### src/rtl/morra_pkg.sv
// Shared types for the morra cinese (rock/paper/scissors) game engine.
package morra_pkg;

  typedef enum logic [1:0] {
    MV_NONE     = 2'b00,
    MV_ROCK     = 2'b01,
    MV_PAPER    = 2'b10,
    MV_SCISSORS = 2'b11
  } move_t;

  typedef enum logic [1:0] {
    RES_NONE = 2'b00,
    RES_P1   = 2'b01,
    RES_P2   = 2'b10,
    RES_DRAW = 2'b11
  } res_t;

  typedef enum logic [1:0] {
    ST_IDLE = 2'b00,
    ST_PLAY = 2'b01,
    ST_OVER = 2'b10
  } state_t;

  localparam int         CNT_W      = 5;
  localparam logic [4:0] MIN_ROUNDS = 5'd4;
  localparam logic [4:0] WIN_MARGIN = 5'd2;

  // True when move a defeats move b (both assumed non-NONE).
  function automatic logic beats(input move_t a, input move_t b);
    return ((a == MV_ROCK)     && (b == MV_SCISSORS)) ||
           ((a == MV_SCISSORS) && (b == MV_PAPER))    ||
           ((a == MV_PAPER)    && (b == MV_ROCK));
  endfunction

endpackage

### src/rtl/morra_round_judge.sv
// Combinational referee for a single round: decides winner/draw, or flags
// the round invalid (missing move, or last winner repeating its winning move).
module morra_round_judge
  import morra_pkg::*;
(
  input  move_t i_p1,
  input  move_t i_p2,
  input  res_t  i_last_win,
  input  move_t i_last_move,
  output res_t  o_result
);

  logic w_missing;
  logic w_repeat;

  assign w_missing = (i_p1 == MV_NONE) || (i_p2 == MV_NONE);
  assign w_repeat  = ((i_last_win == RES_P1) && (i_p1 == i_last_move)) ||
                     ((i_last_win == RES_P2) && (i_p2 == i_last_move));

  // Resolve the round outcome, invalid cases take precedence.
  always_comb begin
    o_result = RES_NONE;
    if (!w_missing && !w_repeat) begin
      if (i_p1 == i_p2)          o_result = RES_DRAW;
      else if (beats(i_p1, i_p2)) o_result = RES_P1;
      else                        o_result = RES_P2;
    end
  end

endmodule

### src/rtl/morra_cinese.sv
// Morra cinese game controller: round counting, win tallies, end-of-game
// detection and the IDLE/PLAY/OVER state machine. Outputs are registered.
module morra_cinese
  import morra_pkg::*;
(
  input  logic       clk,
  input  logic       rst_n,
  input  logic [1:0] PRIMO,
  input  logic [1:0] SECONDO,
  input  logic       INIZIO,
  output logic [1:0] MANCHE,
  output logic [1:0] PARTITA
);

  state_t             r_state,   w_state_nxt;
  logic [CNT_W-1:0]   r_max,     w_max_nxt;
  logic [CNT_W-1:0]   r_played,  w_played_nxt;
  logic [CNT_W-1:0]   r_w1,      w_w1_nxt;
  logic [CNT_W-1:0]   r_w2,      w_w2_nxt;
  res_t               r_lastw,   w_lastw_nxt;
  move_t              r_lastmv,  w_lastmv_nxt;
  res_t               r_manche,  w_manche_nxt;
  res_t               r_partita, w_partita_nxt;

  move_t              w_p1;
  move_t              w_p2;
  res_t               w_round;
  logic [CNT_W-1:0]   w_played_inc;
  logic [CNT_W-1:0]   w_w1_inc;
  logic [CNT_W-1:0]   w_w2_inc;
  logic               w_margin;

  assign w_p1 = move_t'(PRIMO);
  assign w_p2 = move_t'(SECONDO);

  morra_round_judge u_judge (
    .i_p1        (w_p1),
    .i_p2        (w_p2),
    .i_last_win  (r_lastw),
    .i_last_move (r_lastmv),
    .o_result    (w_round)
  );

  // Tallies as they would stand if the current round is accepted.
  assign w_played_inc = r_played + 5'd1;
  assign w_w1_inc     = r_w1 + ((w_round == RES_P1) ? 5'd1 : 5'd0);
  assign w_w2_inc     = r_w2 + ((w_round == RES_P2) ? 5'd1 : 5'd0);
  assign w_margin     = (w_w1_inc >= w_w2_inc + WIN_MARGIN) ||
                        (w_w2_inc >= w_w1_inc + WIN_MARGIN);

  assign MANCHE  = r_manche;
  assign PARTITA = r_partita;

  // Next-state, counter and output decode; INIZIO overrides everything.
  always_comb begin
    w_state_nxt   = r_state;
    w_max_nxt     = r_max;
    w_played_nxt  = r_played;
    w_w1_nxt      = r_w1;
    w_w2_nxt      = r_w2;
    w_lastw_nxt   = r_lastw;
    w_lastmv_nxt  = r_lastmv;
    w_manche_nxt  = RES_NONE;
    w_partita_nxt = r_partita;

    if (INIZIO) begin
      w_state_nxt   = ST_PLAY;
      w_max_nxt     = MIN_ROUNDS + {1'b0, PRIMO, SECONDO};
      w_played_nxt  = '0;
      w_w1_nxt      = '0;
      w_w2_nxt      = '0;
      w_lastw_nxt   = RES_NONE;
      w_lastmv_nxt  = MV_NONE;
      w_partita_nxt = RES_NONE;
    end else begin
      case (r_state)
        ST_PLAY: begin
          w_partita_nxt = RES_NONE;
          if (w_round != RES_NONE) begin
            w_manche_nxt = w_round;
            w_played_nxt = w_played_inc;
            w_w1_nxt     = w_w1_inc;
            w_w2_nxt     = w_w2_inc;
            case (w_round)
              RES_P1: begin
                w_lastw_nxt  = RES_P1;
                w_lastmv_nxt = w_p1;
              end
              RES_P2: begin
                w_lastw_nxt  = RES_P2;
                w_lastmv_nxt = w_p2;
              end
              default: begin
                w_lastw_nxt  = RES_NONE;
                w_lastmv_nxt = MV_NONE;
              end
            endcase
            if ((w_played_inc >= MIN_ROUNDS) && w_margin) begin
              w_partita_nxt = (w_w1_inc > w_w2_inc) ? RES_P1 : RES_P2;
              w_state_nxt   = ST_OVER;
            end else if (w_played_inc == r_max) begin
              if (w_w1_inc > w_w2_inc)      w_partita_nxt = RES_P1;
              else if (w_w2_inc > w_w1_inc) w_partita_nxt = RES_P2;
              else                          w_partita_nxt = RES_DRAW;
              w_state_nxt = ST_OVER;
            end
          end
        end
        ST_OVER: w_state_nxt = ST_OVER;
        default: w_state_nxt = ST_IDLE;
      endcase
    end
  end

  // State, counters and registered outputs; reset returns to an idle board.
  always_ff @(posedge clk or negedge rst_n) begin
    if (!rst_n) begin
      r_state   <= ST_IDLE;
      r_max     <= MIN_ROUNDS;
      r_played  <= '0;
      r_w1      <= '0;
      r_w2      <= '0;
      r_lastw   <= RES_NONE;
      r_lastmv  <= MV_NONE;
      r_manche  <= RES_NONE;
      r_partita <= RES_NONE;
    end else begin
      r_state   <= w_state_nxt;
      r_max     <= w_max_nxt;
      r_played  <= w_played_nxt;
      r_w1      <= w_w1_nxt;
      r_w2      <= w_w2_nxt;
      r_lastw   <= w_lastw_nxt;
      r_lastmv  <= w_lastmv_nxt;
      r_manche  <= w_manche_nxt;
      r_partita <= w_partita_nxt;
    end
  end

endmodule

### config.mk
export PLATFORM = sky130hd
export DESIGN_NAME = morra_cinese
export DESIGN_NICKNAME = d
export VERILOG_FILES = /design/src/rtl/morra_pkg.sv /design/src/rtl/morra_round_judge.sv /design/src/rtl/morra_cinese.sv
export SDC_FILE = /design/constraint.sdc
export NUM_CORES = 1
export LEC_CHECK = 0
export CAP_MARGIN = 10
export CORE_AREA = 2 2 72 74
export CTS_CLUSTER_SIZE = 20
export DETAILED_ROUTE_END_ITERATION = 8
export DIE_AREA = 0 0 74 76
export HOLD_SLACK_MARGIN = 0.08
export SLEW_MARGIN = 40
export SYNTH_ARGS = -nofsm -noshare
export SYNTH_HDL_FRONTEND = slang
export SYNTH_HIERARCHICAL = 1
export SYNTH_SLANG_ARGS = --single-unit
### constraint.sdc
create_clock -name clk -period 3.5 [get_ports clk]
set_input_delay 1.05 -clock clk [delete_from_list [all_inputs] [get_ports clk]]
set_output_delay 1.05 -clock clk [all_outputs]
set_load 0.05 [all_outputs]
======== After elaboration in Yosys (flattened, before gate mapping) ========
Cells that the tools add are included.
storage, ports and cells
  bits in latches ......................... 0
  bits in registers ....................... 30
  output and inout bits ................... 4
  memory bits (writable) .................. 0
  memory bits (read-only) ................. 0
  memories ................................ 0
  input bits .............................. 7
operators by class
  multiplexer cells ....................... 38
  multipliers ............................. 0
  equal/unequal tests ..................... 18
  reduce and logical (&&, ||, !) cells .... 21
  shift operators ......................... 0
  div/mod/pow operators ................... 0
  magnitude comparators ................... 5
  bitwise logic cells ..................... 0
  add/subtract/negate cells ............... 6
operators by type and width
  cell                 count
  $mux 2               23
  $mux 5               9
  $eq 2x2->1 const B   7
  $pmux 2 s2           3
  $add 5x1->5          2
  $add 5x2->5 const B  2
  $eq 2x1->1 const B   5
  $ge 5x5->1           2
  $gt 5x5->1           2
  $logic_and 1x1->1    7
  $eq 2x2->1           3
  $reduce_bool 2->1    3
  $add 3x4->5 const A  1
  $add 5x1->5 const B  1
  $eq 5x5->1           1
  $ge 5x3->1 const B   1
  $logic_or 1x1->1     5
  $logic_not 2->1      2
  $ne 4x4->1 const B   1
  $reduce_and 2->1     2
  $mux 1               3
  $ne 3x3->1 const B   1
  $logic_not 1->1      2

======== Logic depth before layout (Yosys ltp) ========
  depth after elaboration ................. 18
  mapped depth ............................ 19
  gate-level depth less buffers ........... 19

======== Hierarchy ========
The synthesis kept the hierarchy.
modules (own cells, without submodules)
  module             instances  sequential area each (sq um)  area each (sq um)  cells an instance
  morra_cinese       1          752.0                         2000.7             209
  morra_round_judge  1          0.0                           115.1              18

======== Least setup slack after synthesis ========
OpenSTA, ideal clock, no wires.
  path kind ............................... input to register
  start point ............................. input PRIMO[1]
  end point ............................... register r_state[1]
  required time ........................... 3373 ps
  setup slack ............................. -716 ps
  path buffers ............................ 0
  library setup time ...................... 127 ps
  stages on the path ...................... 19
  arrival time ............................ 4089 ps
  cell sequence ........................... nand2b_1 -> xnor2_1 -> a21oi_1 -> nor2_1 -> inv_1 -> ha_1 -> ha_1 -> ha_1 -> nand3_1 -> xor2_1 -> inv_1 -> xnor2_1 -> ha_1 -> a211o_1 -> a21oi_1 -> o21ai_1 -> o21ai_2 -> o211a_1 -> mux2_1
on the way
  longest elaborated chain between the ends .. 18
  elaborated cells on any way between the ends .. 40
  classes of those cells .................. add/sub (4); order compare (2); eq/ne (9); mux (9); reduce/logical (16)
RTL lines
  item                                             line                                    text
  start, declared                                  morra_cinese.sv:8                       input logic [1:0] PRIMO,
  $eq 2x1->1 / $eq 2x2->1 (equally long branches)  morra_pkg.sv:30, morra_pkg.sv:31
  $logic_and 1x1->1 (on tied branches)             morra_pkg.sv:30, morra_pkg.sv:31
  $logic_or 1x1->1                                 morra_pkg.sv:30                         return ((a == MV_ROCK) && (b == MV_SCISSORS)) ||
  $logic_or 1x1->1                                 morra_pkg.sv:31                         ((a == MV_SCISSORS) && (b == MV_PAPER)) ||
  $mux 2                                           morra_round_judge.sv:25                 else if (beats(i_p1, i_p2)) o_result = RES_P1;
  $mux 2                                           morra_round_judge.sv:24                 if (i_p1 == i_p2) o_result = RES_DRAW;
  $mux 2 (*)                                       morra_round_judge.sv:23                 if (!w_missing && !w_repeat) begin
  net w_round[1]                                   morra_cinese.sv:27                      res_t w_round;
  [... 3 more ...]                                 -
  $add 5x2->5 (on tied branches)                   morra_cinese.sv:48, morra_cinese.sv:49
  $ge 5x5->1 (on tied branches)                    morra_cinese.sv:48, morra_cinese.sv:49
  $logic_or 1x1->1                                 morra_cinese.sv:48                      assign w_margin = (w_w1_inc >= w_w2_inc + WIN_MARGIN) ||
  $logic_and 1x1->1                                morra_cinese.sv:98                      if ((w_played_inc >= MIN_ROUNDS) && w_margin) begin
  $mux 2                                           morra_cinese.sv:98
  $mux 2                                           morra_cinese.sv:79                      if (w_round != RES_NONE) begin
  $pmux 2 s2                                       morra_cinese.sv:76                      case (r_state)
  $mux 2                                           morra_cinese.sv:66                      if (INIZIO) begin
  end signal, assigned                             morra_cinese.sv:128                     r_state <= w_state_nxt;
  end, declared                                    morra_cinese.sv:15                      state_t r_state, w_state_nxt;
The timed path passes the listed nets; every way through them passes the cells marked *. The select of a mux whose other input is x is not followed.
A chain may end at the register's enable or synchronous reset.

======== Worst setup path after layout ========
  start point ............................. input SECONDO[1]
  end point ............................... register r_state[1]
on the way
  longest elaborated chain between the ends .. 18
  elaborated cells on any way between the ends .. 40
  classes of those cells .................. add/sub (4); order compare (2); eq/ne (9); mux (9); reduce/logical (16)
RTL lines
  item                                  line                                    text
  start, declared                       morra_cinese.sv:9                       input logic [1:0] SECONDO,
  $eq 2x2->1 (on tied branches)         morra_pkg.sv:30, morra_pkg.sv:31
  $logic_and 1x1->1 (on tied branches)  morra_pkg.sv:30, morra_pkg.sv:31
  $logic_or 1x1->1                      morra_pkg.sv:30
  $logic_or 1x1->1                      morra_pkg.sv:31
  $mux 2                                morra_round_judge.sv:25
  $mux 2                                morra_round_judge.sv:24
  $mux 2 (*)                            morra_round_judge.sv:23
  net w_round[0]                        morra_cinese.sv:27
  [... 3 more ...]                      -
  $add 5x2->5 (on tied branches)        morra_cinese.sv:48, morra_cinese.sv:49
  $ge 5x5->1 (on tied branches)         morra_cinese.sv:48, morra_cinese.sv:49
  $logic_or 1x1->1                      morra_cinese.sv:48
  $logic_and 1x1->1                     morra_cinese.sv:98
  $mux 2                                morra_cinese.sv:98
  $mux 2                                morra_cinese.sv:79
  $pmux 2 s2                            morra_cinese.sv:76
  $mux 2                                morra_cinese.sv:66
Marks and branches as above.

==> results.cfg <==
[setup_path]
r2r-start = r_lastmv[1]$_DFFE_PN0P_
worstPathCellList = buf_6, nand2b_4, xnor2_2, a21oi_1, nor2_2, ha_4, ha_4, ha_4, nand3_4, xor2_2, inv_2, xnor2_2, ha_1, a211o_1, a21oi_2, o21ai_2, o21ai_2, o211a_1, mux2_4
start_kind = primary input
crit_path_end_kind = flop
crit_arrival_ns = 4.11
cpMostUsedCell = ha_4
cpLargestDelayFamily = compound AO/OA/AOI/OAI gates
crit_fanout = 5
required_ns = 3.67
reg2reg_slack_ns = 0.03
cp_num_buf_inv = 2
r2r.worst_path.cells = 19
critPathKind = in2reg
cp_slowest_cell = ha_1
cp_slowest_stage_delay_ns = 0.32
rr_endpoint = r_state[1]$_DFFE_PN0P_

[global_route]
grt_first_pass_wirelength_um = 8000
antenna_found_initial = 0
grt_remaining_overflow = 0
grt_pass1_vias = 1718
track_usage_pct = 18.1
grt_max_degree = 31

[hold_path]
hold_depth = 2
min_to = PARTITA[0]$_DFFE_PN0P_
hold_class = reg2reg
hold_start = PARTITA[0]$_DFFE_PN0P_

[route]
wire_per_inst_um = 13.4
post-route-drc-count = 0
routed_via_density = 4.99
finalWirelength_um = 4810
dr.pass1.iters = 5
dr.first_iter.drc_count = 58
ant_nets = 0
num_vias = 1798

[power_and_ir_drop]
vdd_drop_max_v = 0.000235
p_leak_nw = 1.37
powerDensity_nw_per_um2 = 392

[clocking]
clk_pin_slew_ns = 0.07
insertion_delay_ns = 0.28
cts_tree = done
cts_root_buffer = clkbuf_8
cts.sinks = 30
cts_buffers = 5
ctsHoldBuffers = 0
htreeDepth = 2
clock_path_buffers = 2

[floorplan]
die_area_um2 = 5620
initial_utilization_pct = 43.1
die_w_um = 74
ios = 11
rows = 26
coreArea_um2 = 4910
die_y_um = 76

[synthesis]
syn_area_um2 = 2120
avgSynthCellArea_um2 = 9.32
async_flop_share_pct = 100
yosysUniqueCellTypes = 45
synth_edf_count = 0
synth_seq_cells = 30
synth_nets = 255
syn_inst = 227
yosys_warnings = 6
yosysSeqAreaShare_pct = 35.5
synthFlopType = dfrtp_1

[outcome]
status = complete, but fails checks
violations = setup timing

[timing]
fmaxAchievable_mhz = 254
finalSetupViolations = 4
holdWs_ns = 0.488
fin_crit_sh_pct = 113
tightest_slew_ns = 0.671
layout_min_cycle_time_ns = 3.94
skew_ns = 0.00688
setup_slack_ns = -0.443
rsz0062_at_grt = true
slew_headroom_pct = 55.1
drv_slew = 0
hold_violations = 0

[cells_and_area]
n_antenna_cell = 0
drive_above_1_share_pct = 39.7
design_area_um2 = 3010
finalNetCount = 317
stdcell_count = 360
area_delta_synth_final_pct = 42.3

[placed_design]
placed_cell_area_um2 = 2710
gp_congestion = 0.803
numPortBuffers = 10
place_inst = 344
dpl.hpwl_um = 3450

[flow_run]
drv_cap = 0
## Yosys cell counts, types with 2 or more instances
library cell | count | share of area [%]
inv_1 | 11 | 2.0
xnor2_1 | 17 | 7.0
ha_1 | 21 | 12
nor2_1 | 13 | 2.3
clkbuf_1 | 4 | 0.71
nand2b_1 | 5 | 1.5
or3_1 | 6 | 1.8
buf_1 | 2 | 0.35
o41ai_2 | 2 | 1.5
mux2_2 | 4 | 2.1
nand2_1 | 27 | 4.8
maj3_2 | 2 | 1.1
dfrtp_1 | 29 | 34
a211o_1 | 2 | 0.83
a21o_1 | 2 | 0.71
nand4b_1 | 2 | 0.83
a31oi_1 | 2 | 0.59
xor2_1 | 11 | 4.6
nor3_1 | 3 | 0.71
o21ai_0 | 8 | 1.9
nand3_1 | 8 | 1.9
a21oi_1 | 21 | 5.0
a22o_1 | 2 | 0.83
buf_2 | 2 | 0.47
## tightest hold or removal path, cell delays in order, from the launching register on
cell and delay [ns]:
dfrtp_1 0.35, nand2_1 0.06, o41ai_2 0.04
## layout make-up
cell class,count,area [um^2]
tap,70,87.6
fill,420,1900
timing repair buffer,64,515
clock inverter,2,12.5
sequential,30,752
multi-input combinational,177,1520
clock buffer,6,82.6
inverter,11,41.3
## report_power, final
group / internal, mW / switching, mW / total, mW
clock: 0.158 / 0.144 / 0.302
combinational: 0.244 / 0.223 / 0.467
sequential: 0.379 / 0.0326 / 0.412
total: 0.782 / 0.399 / 1.18
## state kept, by name, indices dropped and copies added (netlist names)
signal / cells
MANCHE: 2
r_w2: 5
r_max: 5
r_state: 2
r_w1: 5
r_lastmv: 2
r_lastw: 2
PARTITA: 2
r_played: 5
## timing repair
item	in CTS	in global routing
pin swaps	18	16
gates cloned	0	0
endpoints found under the setup margin	4	4
endpoints found under the hold margin	0	0
setup buffers	6	2
gates resized for setup	33	19
## logic make-up after synthesis
group,count (synthesis),synth area share [%]
flip-flops,30,35.5
adder cells (fa/ha/maj),24,14.0
XOR/XNOR,30,13.1
multiplexers,6,3.13
AND/OR/NAND/NOR,72,16.6
buffers and inverters,20,4.02
AO/OA/AOI/OAI,45,13.6
## through the flow
step	util (%)	setup TNS (ns)	worst slack [ns]	power [mW]
5_1_grt	61.3	-2.22	-0.622	1.26
6_report	61.3	-1.48	-0.443	1.18
3_3_place_gp	55.1	-5.14	-1.32	0.834
3_5_place_dp	55.1	-5.62	-1.39	0.841
4_1_cts	59.0	-1.25	-0.410	1.17
2_1_floorplan	-	-1.60	-0.569	0.660
## cells in the final DEF, fill, tap and decap left out, types with 2 or more instances in the layout
| cell type | Yosys | routed |
|---|---|---|
| xor2_2 | 1 | 2 |
| inv_2 | 0 | 2 |
| nor3_1 | 3 | 3 |
| xnor2_2 | 1 | 9 |
| clkbuf_8 | 0 | 6 |
| a22o_1 | 2 | 2 |
| buf_6 | 1 | 2 |
| nor2_1 | 13 | 9 |
| xor2_1 | 11 | 9 |
| mux2_2 | 4 | 4 |
| xnor2_1 | 17 | 9 |
| nand2_1 | 27 | 25 |
| a211o_1 | 2 | 2 |
| a21o_1 | 2 | 2 |
| o41ai_2 | 2 | 2 |
| ha_4 | 0 | 5 |
| a21oi_1 | 21 | 18 |
| nand2_2 | 0 | 2 |
| clkdlybuf4s50_1 | 0 | 6 |
| o21ai_2 | 1 | 2 |
| nand2b_1 | 5 | 3 |
| a21oi_2 | 0 | 3 |
| buf_4 | 0 | 55 |
| o21ai_0 | 8 | 8 |
| nand3_1 | 8 | 6 |
| or3_1 | 6 | 6 |
| inv_1 | 11 | 9 |
| nand4b_1 | 2 | 2 |
| maj3_2 | 2 | 2 |
| nor2_2 | 0 | 3 |
| nand2b_4 | 0 | 2 |
| dfrtp_1 | 29 | 29 |
| ha_1 | 21 | 15 |
## worst max path at each step
stage | startpoint | to | slack [ns] | cells past startpoint
2_1_floorplan | PRIMO[1] | r_state[1]$_DFFE_PN0P_ | -0.57 | 19
3_3_place_gp | PRIMO[1] | r_state[1]$_DFFE_PN0P_ | -1.32 | 20
3_5_place_dp | PRIMO[1] | r_state[1]$_DFFE_PN0P_ | -1.39 | 20
4_1_cts | PRIMO[1] | r_state[1]$_DFFE_PN0P_ | -0.41 | 20
5_1_grt | SECONDO[1] | r_state[1]$_DFFE_PN0P_ | -0.62 | 19
6_report | SECONDO[1] | r_state[1]$_DFFE_PN0P_ | -0.44 | 19
## routing by layer
layer,wire length (um),GRT usage [%],vias up
li1,-,-,899
met4,50,3.64,0
met2,2370,27.1,30
met5,0,0,-
met1,2250,26.4,862
met3,136,4.50,7
Power figures use the tool's default switching activity.
